**config.mk**
```make
export PLATFORM = sky130hd
export DESIGN_NAME = rr_decode_arbiter_flat
export DESIGN_NICKNAME = d
export VERILOG_FILES = /design/src/rtl/rr_decode_arbiter_if.sv /design/src/rtl/rr_decode_arbiter.sv /design/src/flat_wrapper.sv
export SDC_FILE = /design/constraint.sdc
export NUM_CORES = 1
export LEC_CHECK = 0
export ABC_AREA = 1
export BUFFER_PORTS_ARGS = -buffer_cell sky130_fd_sc_hd__buf_2
export CAP_MARGIN = 5
export CORE_AREA = 2 2 39 41
export CTS_BUF_LIST = sky130_fd_sc_hd__clkbuf_16
export CTS_CLUSTER_SIZE = 25
export DETAILED_ROUTE_END_ITERATION = 10
export DIE_AREA = 0 0 41 43
export HOLD_SLACK_MARGIN = 0.15
export PLACE_DENSITY = 0.82
export REMOVE_ABC_BUFFERS = 1
export SLEW_MARGIN = 5
export SYNTH_ARGS = -nofsm -noshare
export SYNTH_HDL_FRONTEND = slang
export SYNTH_SLANG_ARGS = --single-unit
```
**constraint.sdc**
```tcl
create_clock -name clk -period 1.3 [get_ports clk]
set_input_delay 0.26 -clock clk [delete_from_list [all_inputs] [get_ports clk]]
set_output_delay 0.26 -clock clk [all_outputs]
set_load 0.01 [all_outputs]
```
**src/rtl/rr_decode_arbiter_if.sv**
```systemverilog
// Request/grant bundle for rr_decode_arbiter.
// slave  = arbiter side: takes req/done, drives the grant outputs.
// master = requester side.
interface rr_decode_arbiter_if #(
  parameter int IDX_W = 2
);
  localparam int N = 1 << IDX_W;

  logic [N-1:0]     req;
  logic             done;
  logic             grant_vld;
  logic [IDX_W-1:0] grant_idx;
  logic [N-1:0]     grant_oh;
  logic             timeout;

  modport slave (
    input  req, done,
    output grant_vld, grant_idx, grant_oh, timeout
  );

  modport master (
    output req, done,
    input  grant_vld, grant_idx, grant_oh, timeout
  );
endinterface

```
**src/rtl/rr_decode_arbiter.sv**
```systemverilog
// Round-robin arbiter for N = 2**IDX_W requesters.
// The grant is held as a binary index and expanded to a one-hot select, one
// decode lane per requester (grant_oh[i] = grant_vld && grant_idx == i).
// Optional forced release after MAX_HOLD busy cycles: define RR_ARB_TIMEOUT_EN.
// Without it, timeout is tied 0 and a grant lasts until done or the req drop.

// One decode lane: the select line of requester LANE.
module rr_decode_lane #(
  parameter int IDX_W = 2,
  parameter int LANE  = 0
) (
  input  logic             vld,
  input  logic [IDX_W-1:0] idx,
  output logic             sel
);
  assign sel = vld && (idx == IDX_W'(LANE));
endmodule

module rr_decode_arbiter #(
  parameter int IDX_W    = 2,
  parameter int MAX_HOLD = 16
) (
  input  logic                 clk,
  input  logic                 rst_n,
  rr_decode_arbiter_if.slave   bus
);
  localparam int N = 1 << IDX_W;

  // Refuse to elaborate outside the supported parameter range.
  if (IDX_W < 1 || IDX_W > 11 || MAX_HOLD < 2) begin : g_param_err
    $error("rr_decode_arbiter: IDX_W must be 1..11 and MAX_HOLD >= 2");
  end

  typedef enum logic {IDLE, BUSY} state_t;

  state_t           state, state_nxt;
  logic [IDX_W-1:0] ptr, ptr_nxt;
  logic [IDX_W-1:0] idx_q, idx_nxt;
  logic [IDX_W-1:0] winner;
  logic             found;
  logic             norm_rel;
  logic             to_rel;
  logic             rel;

  // Rotating priority scan: first requester at or after ptr, modulo N.
  // The index sum wraps naturally at IDX_W bits.
  always_comb begin
    winner = '0;
    found  = 1'b0;
    for (int k = 0; k < N; k++) begin
      if (!found && bus.req[ptr + IDX_W'(k)]) begin
        winner = ptr + IDX_W'(k);
        found  = 1'b1;
      end
    end
  end

  // Owner-driven release: explicit done, or the owner withdrew its request.
  assign norm_rel = bus.done || !bus.req[idx_q];

`ifdef RR_ARB_TIMEOUT_EN
  localparam int CNT_W = (MAX_HOLD > 2) ? $clog2(MAX_HOLD) : 1;
  logic [CNT_W-1:0] hold_cnt;
  logic             timeout_q;

  // Forced release only when the owner would otherwise keep the grant.
  assign to_rel = (hold_cnt == CNT_W'(MAX_HOLD - 1)) && !norm_rel;

  // Hold counter is zero on entry to BUSY and counts every BUSY cycle;
  // the timeout flag marks the edge that force-released the grant.
  always_ff @(posedge clk or negedge rst_n) begin
    if (!rst_n) begin
      hold_cnt  <= '0;
      timeout_q <= 1'b0;
    end else begin
      hold_cnt  <= (state == BUSY) ? hold_cnt + CNT_W'(1) : '0;
      timeout_q <= (state == BUSY) && to_rel;
    end
  end

  assign bus.timeout = timeout_q;
`else
  assign to_rel      = 1'b0;
  assign bus.timeout = 1'b0;
`endif

  assign rel = norm_rel || to_rel;

  // Next-state: grant the scan winner from IDLE, release back to IDLE from BUSY.
  always_comb begin
    state_nxt = state;
    ptr_nxt   = ptr;
    idx_nxt   = idx_q;
    case (state)
      IDLE: begin
        if (found) begin
          idx_nxt   = winner;
          state_nxt = BUSY;
        end
      end
      BUSY: begin
        if (rel) begin
          ptr_nxt   = idx_q + IDX_W'(1);
          state_nxt = IDLE;
        end
      end
      default: state_nxt = IDLE;
    endcase
  end

  // State, rotation pointer and owner index registers.
  always_ff @(posedge clk or negedge rst_n) begin
    if (!rst_n) begin
      state <= IDLE;
      ptr   <= '0;
      idx_q <= '0;
    end else begin
      state <= state_nxt;
      ptr   <= ptr_nxt;
      idx_q <= idx_nxt;
    end
  end

  assign bus.grant_vld = (state == BUSY);
  assign bus.grant_idx = idx_q;

  // Per-requester select lines from registered state only.
  for (genvar i = 0; i < N; i++) begin : g_lane
    rr_decode_lane #(.IDX_W(IDX_W), .LANE(i)) u_lane (
      .vld (bus.grant_vld),
      .idx (idx_q),
      .sel (bus.grant_oh[i])
    );
  end
endmodule
```
**src/flat_wrapper.sv**
```systemverilog
// flat-port wrapper written by rule: the top's interface ports become plain ports
module rr_decode_arbiter_flat 
#(
  parameter int IDX_W    = 2,
  parameter int MAX_HOLD = 16
)
  (clk, rst_n, bus_req, bus_done, bus_grant_vld, bus_grant_idx, bus_grant_oh, bus_timeout);
  rr_decode_arbiter_if #(.IDX_W(IDX_W)) bus_i ();
  input  logic clk;
  input  logic rst_n;
  input wire logic [$bits(bus_i.req)-1:0] bus_req;
  input wire logic [$bits(bus_i.done)-1:0] bus_done;
  output wire logic [$bits(bus_i.grant_vld)-1:0] bus_grant_vld;
  output wire logic [$bits(bus_i.grant_idx)-1:0] bus_grant_idx;
  output wire logic [$bits(bus_i.grant_oh)-1:0] bus_grant_oh;
  output wire logic [$bits(bus_i.timeout)-1:0] bus_timeout;
  assign bus_i.req = bus_req;
  assign bus_i.done = bus_done;
  assign bus_grant_vld = bus_i.grant_vld;
  assign bus_grant_idx = bus_i.grant_idx;
  assign bus_grant_oh = bus_i.grant_oh;
  assign bus_timeout = bus_i.timeout;
  rr_decode_arbiter #(.IDX_W(IDX_W), .MAX_HOLD(MAX_HOLD)) u_core (.clk(clk), .rst_n(rst_n), .bus(bus_i));
endmodule
```
==> out/results.ini <==
[routing]
post-route-drc-count = 0
routed_via_density = 5.63
routed_wl_um = 2660
first_iter_violations = 51
dr.pass1.iters = 5
dr_total_vias = 845
wl_per_cell_um = 17.7
drtAntennaViolNets = 0

[final_layout]
stdcell_area_um2 = 1040
stdcell_count = 150
final_nets = 146
final_util_pct = 75.4
drive_above_1_share_pct = 58.2
num_antenna_cells = 0
syn_to_final_growth_pct = 66.5
fill_cells = 79

[yosys]
yosysTopAreaCell = nand2_1
synth.most_common_cell = nand2_1
ys_async_sr_fraction_pct = 100
netlist_instances = 105
yosysTopAreaCellShare_pct = 25.7
synth_edf_count = 0
synth_area_leaders = nand2_1 26%, dfrtp_1 20%, ha_1 8.0%, inv_1 7.8%, nand2_2 7.0%
synth_seq_cells = 5
netlist_area_um2 = 627
synth_cell_types = 18
syn_avg_cell_area_um2 = 5.97
ys_top_cells_by_count = 43 x nand2_1, 13 x inv_1, 7 x nand2_2, 7 x nand3_1
ys_warn_count = 0
synth_ff_type = dfrtp_1
ys_seq_area_share_pct = 20.0

[floorplanning]
core_area_um2 = 1380
start_util_pct = 45.3
dieArea_um2 = 1760
io_pins = 15
die_y_um = 43
num_rows = 14
die_w_um = 41

[min_path]
hold_class = in2reg
whs_path_depth = 3

[cts]
htreeDepth = 1
clk_pin_slew_ps = 30
cts_buffer_depth = 2
root_buffer = clkbuf_16
clock_latency_ps = 230
cts_num_sinks = 5
cts_buffers = 3
tritoncts = yes

[timing]
maxSlewViolCount = 0
hold_ws_ps = 396
setup_violations = 9
hold_viol_final = 0
rsz0062_at_grt = yes
min_period_ps = 1590
timing.clock.skew_ps = 1.44
period_share_pct = 122
worst_slack_ps = -285
max_freq_mhz = 631

[power]
powerDensity_nw_per_um2 = 3080
leakage_nw = 0.574
ir_drop_mv = 1.82

[placed_design]
pre_cts_slack_ps = -119
place.gp.congestion = 0.875
hpwl_um = 1140
port_buffers = 13
dpl.cell_count = 136
dpl_cell_area_um2 = 723

[worst_setup_path]
worst_r2r_path_depth = 8
cp.arrival_ps = 1720
cp-start-kind = register
worstSetupPathType = reg2reg
worstSetupEndpointType = register
critPathMaxFanout = 5
cp.required_ps = 1430

[grt]
grt_antenna_before_repair = 0
grt_usage_pct = 22.7
grt_pass1_wl_um = 2770
grt-ovfl-total = 0
grt_max_degree = 9
first_global_vias = 679

[run_status]
status = complete, but fails checks
violations = negative setup slack

[run]
max-cap-violations = 0

## per-stage QoR
step / power, mW / TNS [ps]
finish: 3.21 / -1610
global route: 3.36 / -1840
CTS: 2.45 / -418
detailed placement: 1.76 / -290
global placement: 1.72 / -180
floorplan: 1.28 / -106
## kinds of logic after synthesis
family / share of synthesized area, %
AO/OA/AOI/OAI: 5.99
adder cells (fa/ha/maj): 7.98
buffers and inverters: 17.4
flip-flops: 20.0
other: 0.598
AND/OR/NAND/NOR: 48.1
## layer usage
layer | part of all wire, % | vias to the layer above | global-route usage (%)
met1 | 38 | 395 | 28.7
met3 | 7.1 | 21 | 3.14
met4 | 6.0 | 0 | 8.00
met5 | 0 | - | 0
met2 | 49 | 56 | 37.2
li1 | - | 373 | -
## worst max-delay path: stages (launching register included)
cell	delay (ps)
dfrtp_2	480
inv_4	90
buf_6	130
a21oi_2	120
o21ai_1	110
a21o_1	230
nand2_2	110
nand2_1	100
o21ai_1	130
## flip-flops by register name, summed over array words and instances, names as in the netlist
register / count
u_core.bus.grant_idx: 2
u_core.bus.grant_vld: 1
u_core.ptr: 2
## worst paths after layout
kind,endpoint,slack [ps],start
min in group asynchronous,u_core.bus.grant_idx[1],410,rst_n
min,u_core.bus.grant_vld,400,bus_done
max reg2reg,u_core.ptr[0],-290,u_core.bus.grant_idx[0]
min reg2reg,u_core.ptr[1],710,u_core.ptr[1]
max,u_core.ptr[0],-290,u_core.bus.grant_idx[0]
max in group asynchronous,u_core.ptr[0],730,rst_n
## area by class of cell
class | count | area, µm² | area share [%]
clock inverter | 1 | 3.75 | 0.360
sequential | 5 | 129 | 12.4
clock buffer | 3 | 75.1 | 7.19
timing repair buffer | 31 | 236 | 22.7
multi-input combinational | 78 | 509 | 48.8
inverter | 16 | 70.1 | 6.71
tap | 16 | 20.0 | 1.92
## power by group
part / internal [mW] / switching [mW] / total, mW
clock: 0.399 / 0.109 / 0.509
combinational: 0.972 / 1.27 / 2.24
sequential: 0.246 / 0.220 / 0.466
total: 1.62 / 1.60 / 3.21
## cell usage in the layout, fill, tap and decap left out, types with 2 or more instances in the layout
cell type / synthesis / final
nand2_1: 43 / 27
nand3_1: 7 / 6
nor2_1: 3 / 2
o21ai_1: 0 / 3
dfrtp_1: 5 / 2
buf_4: 5 / 13
nand2_2: 7 / 20
nand4_1: 2 / 2
inv_1: 13 / 8
buf_6: 1 / 7
dfrtp_2: 0 / 3
inv_4: 0 / 2
inv_2: 3 / 6
buf_2: 0 / 10
clkbuf_16: 0 / 3
nand2_4: 0 / 3
nand3_2: 2 / 3
ha_4: 0 / 4
## what timing repair did
action | CTS | global route
pin swaps | 0 | 18
endpoints found under the hold margin | 5 | 0
setup buffers | 5 | 4
resized for setup | 13 | 40
hold buffers | 1 | 0
setup endpoints to repair | 9 | 9
Power figures use the tool's default switching activity.
